[src/rtl/risk_unit_pkg.sv]
// Shared pipeline definitions for the hazard unit: FSM states and hazard classes.
package risk_unit_pkg;

  typedef enum logic [1:0] {
    RUN    = 2'd0,
    STALL  = 2'd1,
    DRAIN  = 2'd2,
    HALTED = 2'd3
  } state_t;

  typedef enum logic [1:0] {
    NONE = 2'd0,
    ONE  = 2'd1,
    TWO  = 2'd2
  } hazard_t;

endpackage

[src/rtl/risk_detect.sv]
// Combinational hazard classifier: compares ID source registers against EX/MEM destinations.
module risk_detect
  import risk_unit_pkg::*;
#(
  parameter int REG_BITS = 5
) (
  input  logic [REG_BITS-1:0] i_id_rs,
  input  logic [REG_BITS-1:0] i_id_rt,
  input  logic                i_id_uses_rt,
  input  logic                i_id_branch,
  input  logic                i_ex_mem_read,
  input  logic                i_ex_reg_write,
  input  logic [REG_BITS-1:0] i_ex_dst,
  input  logic                i_mem_mem_read,
  input  logic [REG_BITS-1:0] i_mem_dst,
  output hazard_t             o_hazard
);

  logic w_ex_match;
  logic w_mem_match;

  // Register 0 is hardwired to zero, so it never creates a dependency.
  assign w_ex_match  = (i_ex_dst != '0) &&
                       ((i_ex_dst == i_id_rs) || (i_id_uses_rt && (i_ex_dst == i_id_rt)));
  assign w_mem_match = (i_mem_dst != '0) &&
                       ((i_mem_dst == i_id_rs) || (i_id_uses_rt && (i_mem_dst == i_id_rt)));

  always_comb begin
    o_hazard = NONE;
    if (i_id_branch && i_ex_mem_read && w_ex_match) begin
      o_hazard = TWO;
    end else if (i_ex_mem_read && w_ex_match) begin
      o_hazard = ONE;
    end else if (i_id_branch && i_ex_reg_write && w_ex_match) begin
      o_hazard = ONE;
    end else if (i_id_branch && i_mem_mem_read && w_mem_match) begin
      o_hazard = ONE;
    end
  end

endmodule

[src/rtl/risk_unit.sv]
// Pipeline hazard unit: bubble insertion, redirect flush, halt drain and bubble statistics.
module risk_unit
  import risk_unit_pkg::*;
#(
  parameter int REG_BITS     = 5,
  parameter int CNT_BITS     = 16,
  parameter int DRAIN_CYCLES = 3
) (
  input  logic                i_clk,
  input  logic                i_reset,
  input  logic                i_enable,
  input  logic [REG_BITS-1:0] i_id_rs,
  input  logic [REG_BITS-1:0] i_id_rt,
  input  logic                i_id_uses_rt,
  input  logic                i_id_branch,
  input  logic                i_id_halt,
  input  logic                i_branch_taken,
  input  logic                i_ex_mem_read,
  input  logic                i_ex_reg_write,
  input  logic [REG_BITS-1:0] i_ex_dst,
  input  logic                i_mem_mem_read,
  input  logic [REG_BITS-1:0] i_mem_dst,
  output logic                o_risk,
  output logic                o_pc_write,
  output logic                o_if_id_write,
  output logic                o_if_id_flush,
  output logic                o_halted,
  output logic [CNT_BITS-1:0] o_bubbles
);

  localparam int DW = (DRAIN_CYCLES > 1) ? $clog2(DRAIN_CYCLES) : 1;

  state_t                r_state;
  state_t                w_state_nxt;
  logic [DW-1:0]         r_drain_cnt;
  logic [DW-1:0]         w_drain_nxt;
  logic [CNT_BITS-1:0]   r_bubbles;
  hazard_t               w_hazard;
  logic                  w_active;

  risk_detect #(
    .REG_BITS(REG_BITS)
  ) u_risk_detect (
    .i_id_rs       (i_id_rs),
    .i_id_rt       (i_id_rt),
    .i_id_uses_rt  (i_id_uses_rt),
    .i_id_branch   (i_id_branch),
    .i_ex_mem_read (i_ex_mem_read),
    .i_ex_reg_write(i_ex_reg_write),
    .i_ex_dst      (i_ex_dst),
    .i_mem_mem_read(i_mem_mem_read),
    .i_mem_dst     (i_mem_dst),
    .o_hazard      (w_hazard)
  );

  // Outputs are quiet both while frozen and while reset is held low.
  assign w_active = i_enable && i_reset;

  always_comb begin
    w_state_nxt   = r_state;
    w_drain_nxt   = r_drain_cnt;
    o_risk        = 1'b0;
    o_pc_write    = 1'b0;
    o_if_id_write = 1'b0;
    o_if_id_flush = 1'b0;
    if (w_active) begin
      case (r_state)
        RUN: begin
          if (w_hazard != NONE) begin
            o_risk = 1'b1;
            if (w_hazard == TWO) begin
              w_state_nxt = STALL;
            end
          end else if (i_id_halt) begin
            w_state_nxt = DRAIN;
            w_drain_nxt = DW'(DRAIN_CYCLES - 1);
          end else begin
            o_pc_write    = 1'b1;
            o_if_id_write = 1'b1;
            o_if_id_flush = i_branch_taken;
          end
        end
        STALL: begin
          o_risk      = 1'b1;
          w_state_nxt = RUN;
        end
        DRAIN: begin
          if (r_drain_cnt == '0) begin
            w_state_nxt = HALTED;
          end else begin
            w_drain_nxt = r_drain_cnt - DW'(1);
          end
        end
        HALTED: begin
          w_state_nxt = HALTED;
        end
        default: begin
          w_state_nxt = RUN;
        end
      endcase
    end
  end

  assign o_halted  = i_reset && (r_state == HALTED);
  assign o_bubbles = r_bubbles;

  always_ff @(posedge i_clk or negedge i_reset) begin
    if (!i_reset) begin
      r_state     <= RUN;
      r_drain_cnt <= '0;
      r_bubbles   <= '0;
    end else begin
      r_state     <= w_state_nxt;
      r_drain_cnt <= w_drain_nxt;
      if (o_risk && (r_bubbles != '1)) begin
        r_bubbles <= r_bubbles + CNT_BITS'(1);
      end
    end
  end

endmodule

[config.mk]
export PLATFORM = sky130hd
export DESIGN_NAME = risk_unit
export DESIGN_NICKNAME = d
export VERILOG_FILES = /design/src/rtl/risk_unit_pkg.sv /design/src/rtl/risk_detect.sv /design/src/rtl/risk_unit.sv
export SDC_FILE = /design/constraint.sdc
export NUM_CORES = 1
export LEC_CHECK = 0
export CORE_UTILIZATION = 30
export CTS_CLUSTER_SIZE = 25
export DETAILED_ROUTE_END_ITERATION = 6
export PLACE_DENSITY = 0.61
export SLEW_MARGIN = 25
export SYNTH_ARGS = -nofsm -noshare
export SYNTH_HDL_FRONTEND = slang
export SYNTH_SLANG_ARGS = --single-unit
[constraint.sdc]
create_clock -name i_clk -period 2.3 [get_ports i_clk]
set_input_delay 0.46 -clock i_clk [delete_from_list [all_inputs] [get_ports i_clk]]
set_output_delay 0.46 -clock i_clk [all_outputs]
set_load 0.02 [all_outputs]
Yosys cells after proc, flatten, opt, wreduce, memory -nomap -nowiden
Cells that the tools add are included.

Flip-flop bits (word level): 20. Logic and storage cells: 67.

Mux-type cells: 23. Reduce and logical (&&, ||, !) cells: 24. Equality and inequality tests: 15. Add/subtract/negate cells: 2.

Operators with widths (number): 5-bit equality test (4); 2-bit 2-to-1 mux (9); 16-bit by 1-bit adder with 16-bit output (second input constant) (1); 16-bit != test (second input constant) (1); 1-bit logical AND (14); 1-bit 2-to-1 mux (11); 5-bit nonzero test (2); 2-bit != test (second input constant) (4); 2-bit case mux with 4 select lines (1); 2-bit equality test (second input constant) (3); 3-bit != test (second input constant) (2); 5-bit AND reduction (1); 2-bit logical NOT (2); 2-bit case mux with 2 select lines (1); 4-bit AND reduction (1); 2-bit nonzero test (2); 2-bit by 1-bit equality test with 1-bit output (second input constant) (1); 1-bit logical OR (2); 1-bit case mux with 2 select lines (1); 2-bit by 1-bit subtractor with 2-bit output (second input constant) (1).

Logic depth before layout (Yosys ltp)
Gate-level depths: netlist (run 1).

Word-level depth: 14. Gate-level depth with buffers: 7.

Hierarchy
A second synthesis (run 1) with hierarchy kept.

Cell total of the unflattened synthesis: 143. Area, all modules: 1428.9 um^2.

Modules (own cells, without submodules): risk_unit (seq. area each 500.5 um^2, instances 1, cells each 104, area an instance 1148.6 um^2); risk_detect (seq. area each 0.0 um^2, instances 1, cells each 39, area an instance 280.3 um^2).

Least setup slack after synthesis (run 1)
No wires, ideal clock.

Kind: input-to-output. From: in i_mem_dst[1]. To: out o_pc_write. Required time: 1840 ps. Arrival: 2067 ps. Slack: -227 ps. Cell stages on the path: 6. Path buffers: 1. Cell sequence: or3_1 -> o311a_4 -> a22oi_1 -> nand2_1 -> nor2_1 -> buf_4.

Cells in the longest elaborated chain, start to end: 13.

Ends and longest elaborated chain: start: declaration (line risk_unit.sv:22) `input logic [REG_BITS-1:0] i_mem_dst,`; 5-bit equality test (line risk_detect.sv:26) `((i_mem_dst == i_id_rs) || (i_id_uses_rt && (i_mem_dst == i_id_rt)));`; 1-bit logical AND (line risk_detect.sv:26); 1-bit logical OR (line risk_detect.sv:26); 1-bit logical AND (*) (line risk_detect.sv:25) `assign w_mem_match = (i_mem_dst != '0) &&`; 1-bit logical AND (*) (line risk_detect.sv:36) `end else if (i_id_branch && i_mem_mem_read && w_mem_match) begin`; 1-bit 2-to-1 mux (*) (line risk_detect.sv:36); 2-bit 2-to-1 mux (*) (line risk_detect.sv:34) `end else if (i_id_branch && i_ex_reg_write && w_ex_match) begin`; 2-bit 2-to-1 mux (*) (line risk_detect.sv:32) `end else if (i_ex_mem_read && w_ex_match) begin`; 2-bit 2-to-1 mux (*) (line risk_detect.sv:30) `if (i_id_branch && i_ex_mem_read && w_ex_match) begin`; 2-bit nonzero test (*) (line risk_unit.sv:69) `if (w_hazard != NONE) begin`; 1-bit 2-to-1 mux (*) (3 in series); end: declaration (line risk_unit.sv:24) `output logic o_pc_write,`.

Every way passes the cells marked *; elsewhere a longest branch is shown, timed or not.

Worst setup path in the final report (run 1)
From: in i_mem_dst[1]. To: out o_if_id_flush.

Cells in the longest elaborated chain, start to end: 13.

Ends and longest elaborated chain: 5-bit equality test (line risk_detect.sv:26); 1-bit logical AND (line risk_detect.sv:26); 1-bit logical OR (line risk_detect.sv:26); 1-bit logical AND (*) (line risk_detect.sv:25); 1-bit logical AND (*) (line risk_detect.sv:36); 1-bit 2-to-1 mux (*) (line risk_detect.sv:36); 2-bit 2-to-1 mux (*) (line risk_detect.sv:34); 2-bit 2-to-1 mux (*) (line risk_detect.sv:32); 2-bit 2-to-1 mux (*) (line risk_detect.sv:30); 2-bit nonzero test (*) (line risk_unit.sv:69); 1-bit 2-to-1 mux (*) (line risk_unit.sv:69); 1-bit 2-to-1 mux (*) (line risk_unit.sv:67) `case (r_state)`; 1-bit 2-to-1 mux (*) (line risk_unit.sv:66) `if (w_active) begin`; end: declaration (line risk_unit.sv:26) `output logic o_if_id_flush,`.

Marks and branches as above.

==> metrics.cfg, run 1 <==
[floorplan]
core_sq_mm=0.004414
num_rows=24
die_area_sq_mm=0.004944
start_util=0.3172
pin_count=51
fp.dieW_microns=70.32
die_y_microns=70.32

[min_path]
holdPathEnd=o_bubbles[9]
hold_path_depth=1
hp-class=flip-flop to flip-flop
worstHoldStart=o_bubbles[9]

[timing]
final.setup_skew_ns=0.006288
maxSlewViolCount=0
rsz0062_at_grt=yes
period_needed_ns=2.256
setup_slack_ns=0.04388
finalCritPeriodShare=0.9809
fmax_ghz=0.4432
worstMarginPinSlew_ns=0.3301
max_slew_margin=0.7769
setup_viol=0
hold_viol=0

[global_routing]
antenna_found_initial=0
grt_pass1_wl_microns=6561
grt_max_degree=16
grt_pass1_vias=1418
grt-ovfl-total=0
grt_usage=0.1631

[setup_path]
crit_path_start=i_mem_dst[1]
crit_fanout=2
worst_ep_arrival_time_ns=1.80
path_cells=buf_6 -> or3_4 -> o311a_4 -> a22oi_2 -> nand2_2 -> nor3_2 -> buf_4
crit_path_max_incr_delay_ns=0.38
r2r_slack_ns=0.28
reg2regPathDepth=7
start_kind=primary input
crit_type=primary input to output pin
r2r-start=o_bubbles[4]
cp-end-kind=output pin
crit_family=simple AND/OR/NAND/NOR gates
r2r-end=o_bubbles[9]
path_buf_inv=2
worst_ep_required_time_ns=1.84
slowest_stage=or3_4

[yosys]
synth_warnings=0
synthCells=146
ys_types=37
synth-edff-count=0
synth_compound_area_frac=0.1126
ys_seq_area_frac=0.3575
synth_seq_cells=20
avgSynthCellArea_sq_um=9.590
synth_ff_type=dfrtp_1
synthAdderAreaFrac=0.01787
synth-xor-area-share=0.2064
netlist_area_sq_mm=0.001400
synth-simple-area-share=0.2466
async_flop_share=1.000
synth_top_family_by_area=simple AND/OR/NAND/NOR gates
synth_mux_area_frac=0.02681
synth_fp_nets=178

[power]
pwr_density_cell_mw_per_mm2=482.4
irDropWorstVdd_mv=0.3889
power_leakage_nw=0.9639

[final_layout]
area_growth_pct=56.75
drive_above_1_share=0.2864
num_antenna_cells=0
final_cells=272
final_nets=253

[clock_tree]
cts_hold_buf=0
htreeDepth=1
cts_tree=built
clk_pin_slew_ns=0.07
insertion_delay_ns=0.26
ctsRootBufferMaster=clkbuf_8
clock-sinks=20
cts_inserted_buffers=3
cts.path.max_buffers=2

[detailed_routing]
drt-pass1-iter-count=4
antenna_left=0
vias=1369
wirelength_microns=3778
via_per_inst=5.033
wl_per_cell_microns=13.89
drcViolationCount=0
first_iter_violations=36

[place]
numPlacedInstances=266
pre_cts_slack_ns=-0.8414
port_buffers=50
dpl.hpwl_microns=2871
gp_congestion=0.8123

[run_status]
status=finished, final reports clean

[run]
max-cap-violations=0

-- cells by family after synthesis --
| group | Yosys count |
|---|---|
| and+or+nand+nor | 65 |
| xor gates and xnor gates | 33 |
| DFF | 20 |
| AOI/OAI and AO/OA | 15 |
| buffers and inverters | 8 |
| muxes | 3 |
| adders and majority gates | 2 |
-- synthesized netlist by cell type, types with 2 or more instances --
master	n	area share
buf_4	2	0.011
or2_2	2	0.0089
inv_1	4	0.011
ha_1	2	0.018
nand3_1	11	0.039
a21oi_1	5	0.018
nand2_1	14	0.038
and3_1	2	0.0089
nor3b_1	2	0.011
xnor2_1	18	0.11
and4_1	2	0.013
nor2_1	9	0.024
xor2_1	15	0.094
nand4_1	4	0.018
dfrtp_1	20	0.36
nor4_1	5	0.022
nor3_1	8	0.029
mux2_1	2	0.016
-- through the flow --
step | power [mW] | instance area [sq um] | utilization | TNS, ns | hold WS [ns]
6_report | 1.059 | 2195 | 0.4972 | 0 | 0.5013
2_1_floorplan | 0.5709 | 1418 | - | 0 | 0.1644
3_3_place_gp | 0.7127 | 2118 | 0.4799 | -8.307 | 0.4897
5_1_grt | 1.124 | 2195 | 0.4972 | -0.04432 | 0.5270
3_5_place_dp | 0.7156 | 2118 | 0.4799 | -8.374 | 0.4817
4_1_cts | 1.065 | 2181 | 0.4940 | -0.08193 | 0.5076
-- cells in the final DEF, fill, tap and decap left out, types with 6 or more instances in the layout --
cell	synthesis	layout
nand3_1	11	11
buf_4	2	28
clkbuf_2	0	8
dfrtp_1	20	20
nand2_1	14	13
xor2_1	15	15
dlygate4sd2_1	0	9
nor2_1	9	8
xnor2_1	18	17
clkdlybuf4s50_1	0	25
nor3_1	8	6
-- power by group --
part | total (mW) | leakage (nW) | internal [mW] | switching [mW]
logic | 0.322 | 0.663 | 0.152 | 0.169
clock network | 0.354 | 0.0357 | 0.232 | 0.122
registers | 0.383 | 0.265 | 0.371 | 0.0120
total | 1.06 | 0.964 | 0.756 | 0.303
-- routing by layer --
metal | up-vias | track usage | wire length [microns]
met2 | 59 | 0.2561 | 1672
met3 | 6 | 0.04185 | 359
li1 | 670 | - | -
met5 | - | 0 | 0
met4 | 0 | 0.04667 | 48
met1 | 634 | 0.2197 | 1699
-- layout make-up --
cell class	count	area, sq um
sequential	20	500.5
fill	429	2220
clock inverter	1	30.03
timing repair buffer	74	623.1
tap	52	65.06
clock buffer	3	41.29
inverter	4	15.01
multi-input combinational	118	919.6
-- flip-flops by register name (all words and copies together) (netlist names) --
register / count
o_bubbles: 16
r_drain_cnt: 2
r_state: 2
-- worst max path at each step --
stage,endpoint,slack (ns),depth (start not counted)
finish,o_if_id_flush,0.04,7
global route,o_if_id_flush,-0.04,7
CTS,o_if_id_flush,-0.08,7
detailed placement,o_if_id_flush,-0.84,7
global placement,o_if_id_flush,-0.82,7
floorplan,o_pc_write,0.003,6
-- timing repair --
item                                    in CTS  in global routing
setup buffers                                2                  1
pin swaps                                    9                 13
gates cloned                                 0                  0
gates resized for setup                     53                 25
endpoints found under the setup margin      13                  6
No activity file was read; power rests on OpenSTA's default activity.
==> run 2, diff against run 1 <==
- CTS_CLUSTER_DIAMETER: not set -> 200
==> results of run 2 <==
Same layout as run 1: the final DEF is identical, and so are final timing and power.
==> run 3, diff against run 2 <==
- CORE_UTILIZATION: 30 -> 40
- PLACE_DENSITY: 0.61 -> 0.77
- SKIP_LAST_GASP: not set -> 1
==> metrics.cfg, run 3 (synthesis gave the netlist of run 1 again) <==
[clock_tree]
cts_tree=built
insertion_delay_ns=0.32
clk_pin_slew_ns=0.13
cts_inserted_buffers=3
clock-sinks=20
cts_hold_buf=0
ctsRootBufferMaster=clkbuf_4
cts.path.max_buffers=2
htreeDepth=1

[final_layout]
regArea_sq_um=500.5
design_area_sq_mm=0.002213
final_cells=268
most-common-layout-cells=buf_4 (27), clkdlybuf4s50_1 (25), dfrtp_1 (20)
final_nets=255
final_common_cell=buf_4
fill_cells=276
multi_input_area_sq_um=937.1
drive_above_1_share=0.2928
area_growth_pct=58.09
largest_reg_flops=16
num_antenna_cells=0

[timing]
rsz0062_at_grt=yes
maxSlewViolCount=0
final.setup_skew_ns=0.007146
whs_ns=0.4642
period_needed_ns=2.292
finalCritPeriodShare=0.9964
max_slew_margin=0.6126
fmax_ghz=0.4363
worstMarginPinSlew_ns=0.5811
hold_viol=0
setup_viol=0

[power]
pwr_density_cell_mw_per_mm2=454.8
power_leakage_nw=0.9847
p_total_mw=1.007
irDropWorstVdd_mv=0.3433

[floorplan]
core_sq_mm=0.003337
pin_count=51
die_y_microns=61.16
fp.dieW_microns=61.16
num_rows=21
start_util=0.4196
die_area_sq_mm=0.003741

[detailed_routing]
drt-pass1-iter-count=4
via_per_inst=5.224
wl_per_cell_microns=14.85
antenna_left=0
first_iter_violations=44
wirelength_microns=3981
drcViolationCount=0
vias=1400

[place]
port_buffers=50
gp_congestion=0.7757
numPlacedInstances=264
dpl_cell_area_sq_mm=0.002141
dpl.hpwl_microns=2996

[global_routing]
antenna_found_initial=0
grt_usage=0.2212
grt_max_degree=16
grt_pass1_wl_microns=6058
grt_pass1_vias=1448
grt-ovfl-total=0

[setup_path]
slowest_stage=or3_4
start_kind=primary input
reg2regPathDepth=6
cp.depth=7
crit_type=primary input to output pin
crit_fanout=2
crit_path_max_incr_delay_ns=0.38
crit_family=compound AO/OA/AOI/OAI gates
worst_ep_arrival_time_ns=1.83
path_cells=buf_6 -> or3_4 -> o311a_4 -> buf_6 -> a221oi_4 -> nor2_1 -> buf_4
cp-end-kind=output pin
timing.critical_path.mode_cell=buf_6
path_buf_inv=3
worst_ep_required_time_ns=1.84

[run]
max-cap-violations=0

[min_path]
hp-class=primary input to async pin

[run_status]
status=finished, final reports clean

## run 3: metrics by stage
stage	utilization	setup TNS [ns]	worst slack [ns]
final	0.6633	0	0.008235
after floorplan	-	0	0.002678
after CTS	0.6618	-0.1181	-0.05604
after detailed placement	0.6415	-10.07	-0.8279
after global routing	0.6633	-0.09142	-0.04243
after global placement	0.6415	-9.000	-0.7897
## run 3: repair_timing
action	in CTS	in global routing
pin swaps	11	13
setup endpoints to repair	21	10
gates resized for setup	64	15
buffers inserted	1	0
## run 3: metal layers
metal | vias to the layer above | wire, microns | track usage
met5 | - | 0 | 0
met4 | 0 | 50 | 0.1104
met3 | 7 | 257 | 0.04832
met2 | 59 | 1984 | 0.4006
met1 | 660 | 1688 | 0.2428
li1 | 674 | - | -
## run 3: final cells by class
type / count / share of cell area
Clock buffer: 3 / 0.01018
Sequential cell: 20 / 0.2261
Inverter: 4 / 0.006784
Tap cell: 46 / 0.02600
Timing Repair Buffer: 76 / 0.2940
Multi-Input combinational cell: 118 / 0.4234
Clock inverter: 1 / 0.01357
## run 3: path summary, 6_finish.rpt
path,startpoint,end,slack [ns]
max reg2reg,o_bubbles[5],o_bubbles[1],0.14
min in group i_clk,o_bubbles[6],o_bubbles[6],0.51
max in group asynchronous,i_reset,o_bubbles[14],1.61
min reg2reg,o_bubbles[6],o_bubbles[6],0.51
min,i_reset,r_state[0],0.46
max,i_mem_dst[3],o_risk,0.008
## run 3: report_power, final
group	leakage, nW	internal (mW)	switching [mW]	total [mW]
Clock	0.0279	0.176	0.121	0.298
Sequential	0.265	0.371	0.0242	0.395
Combinational	0.691	0.151	0.162	0.314
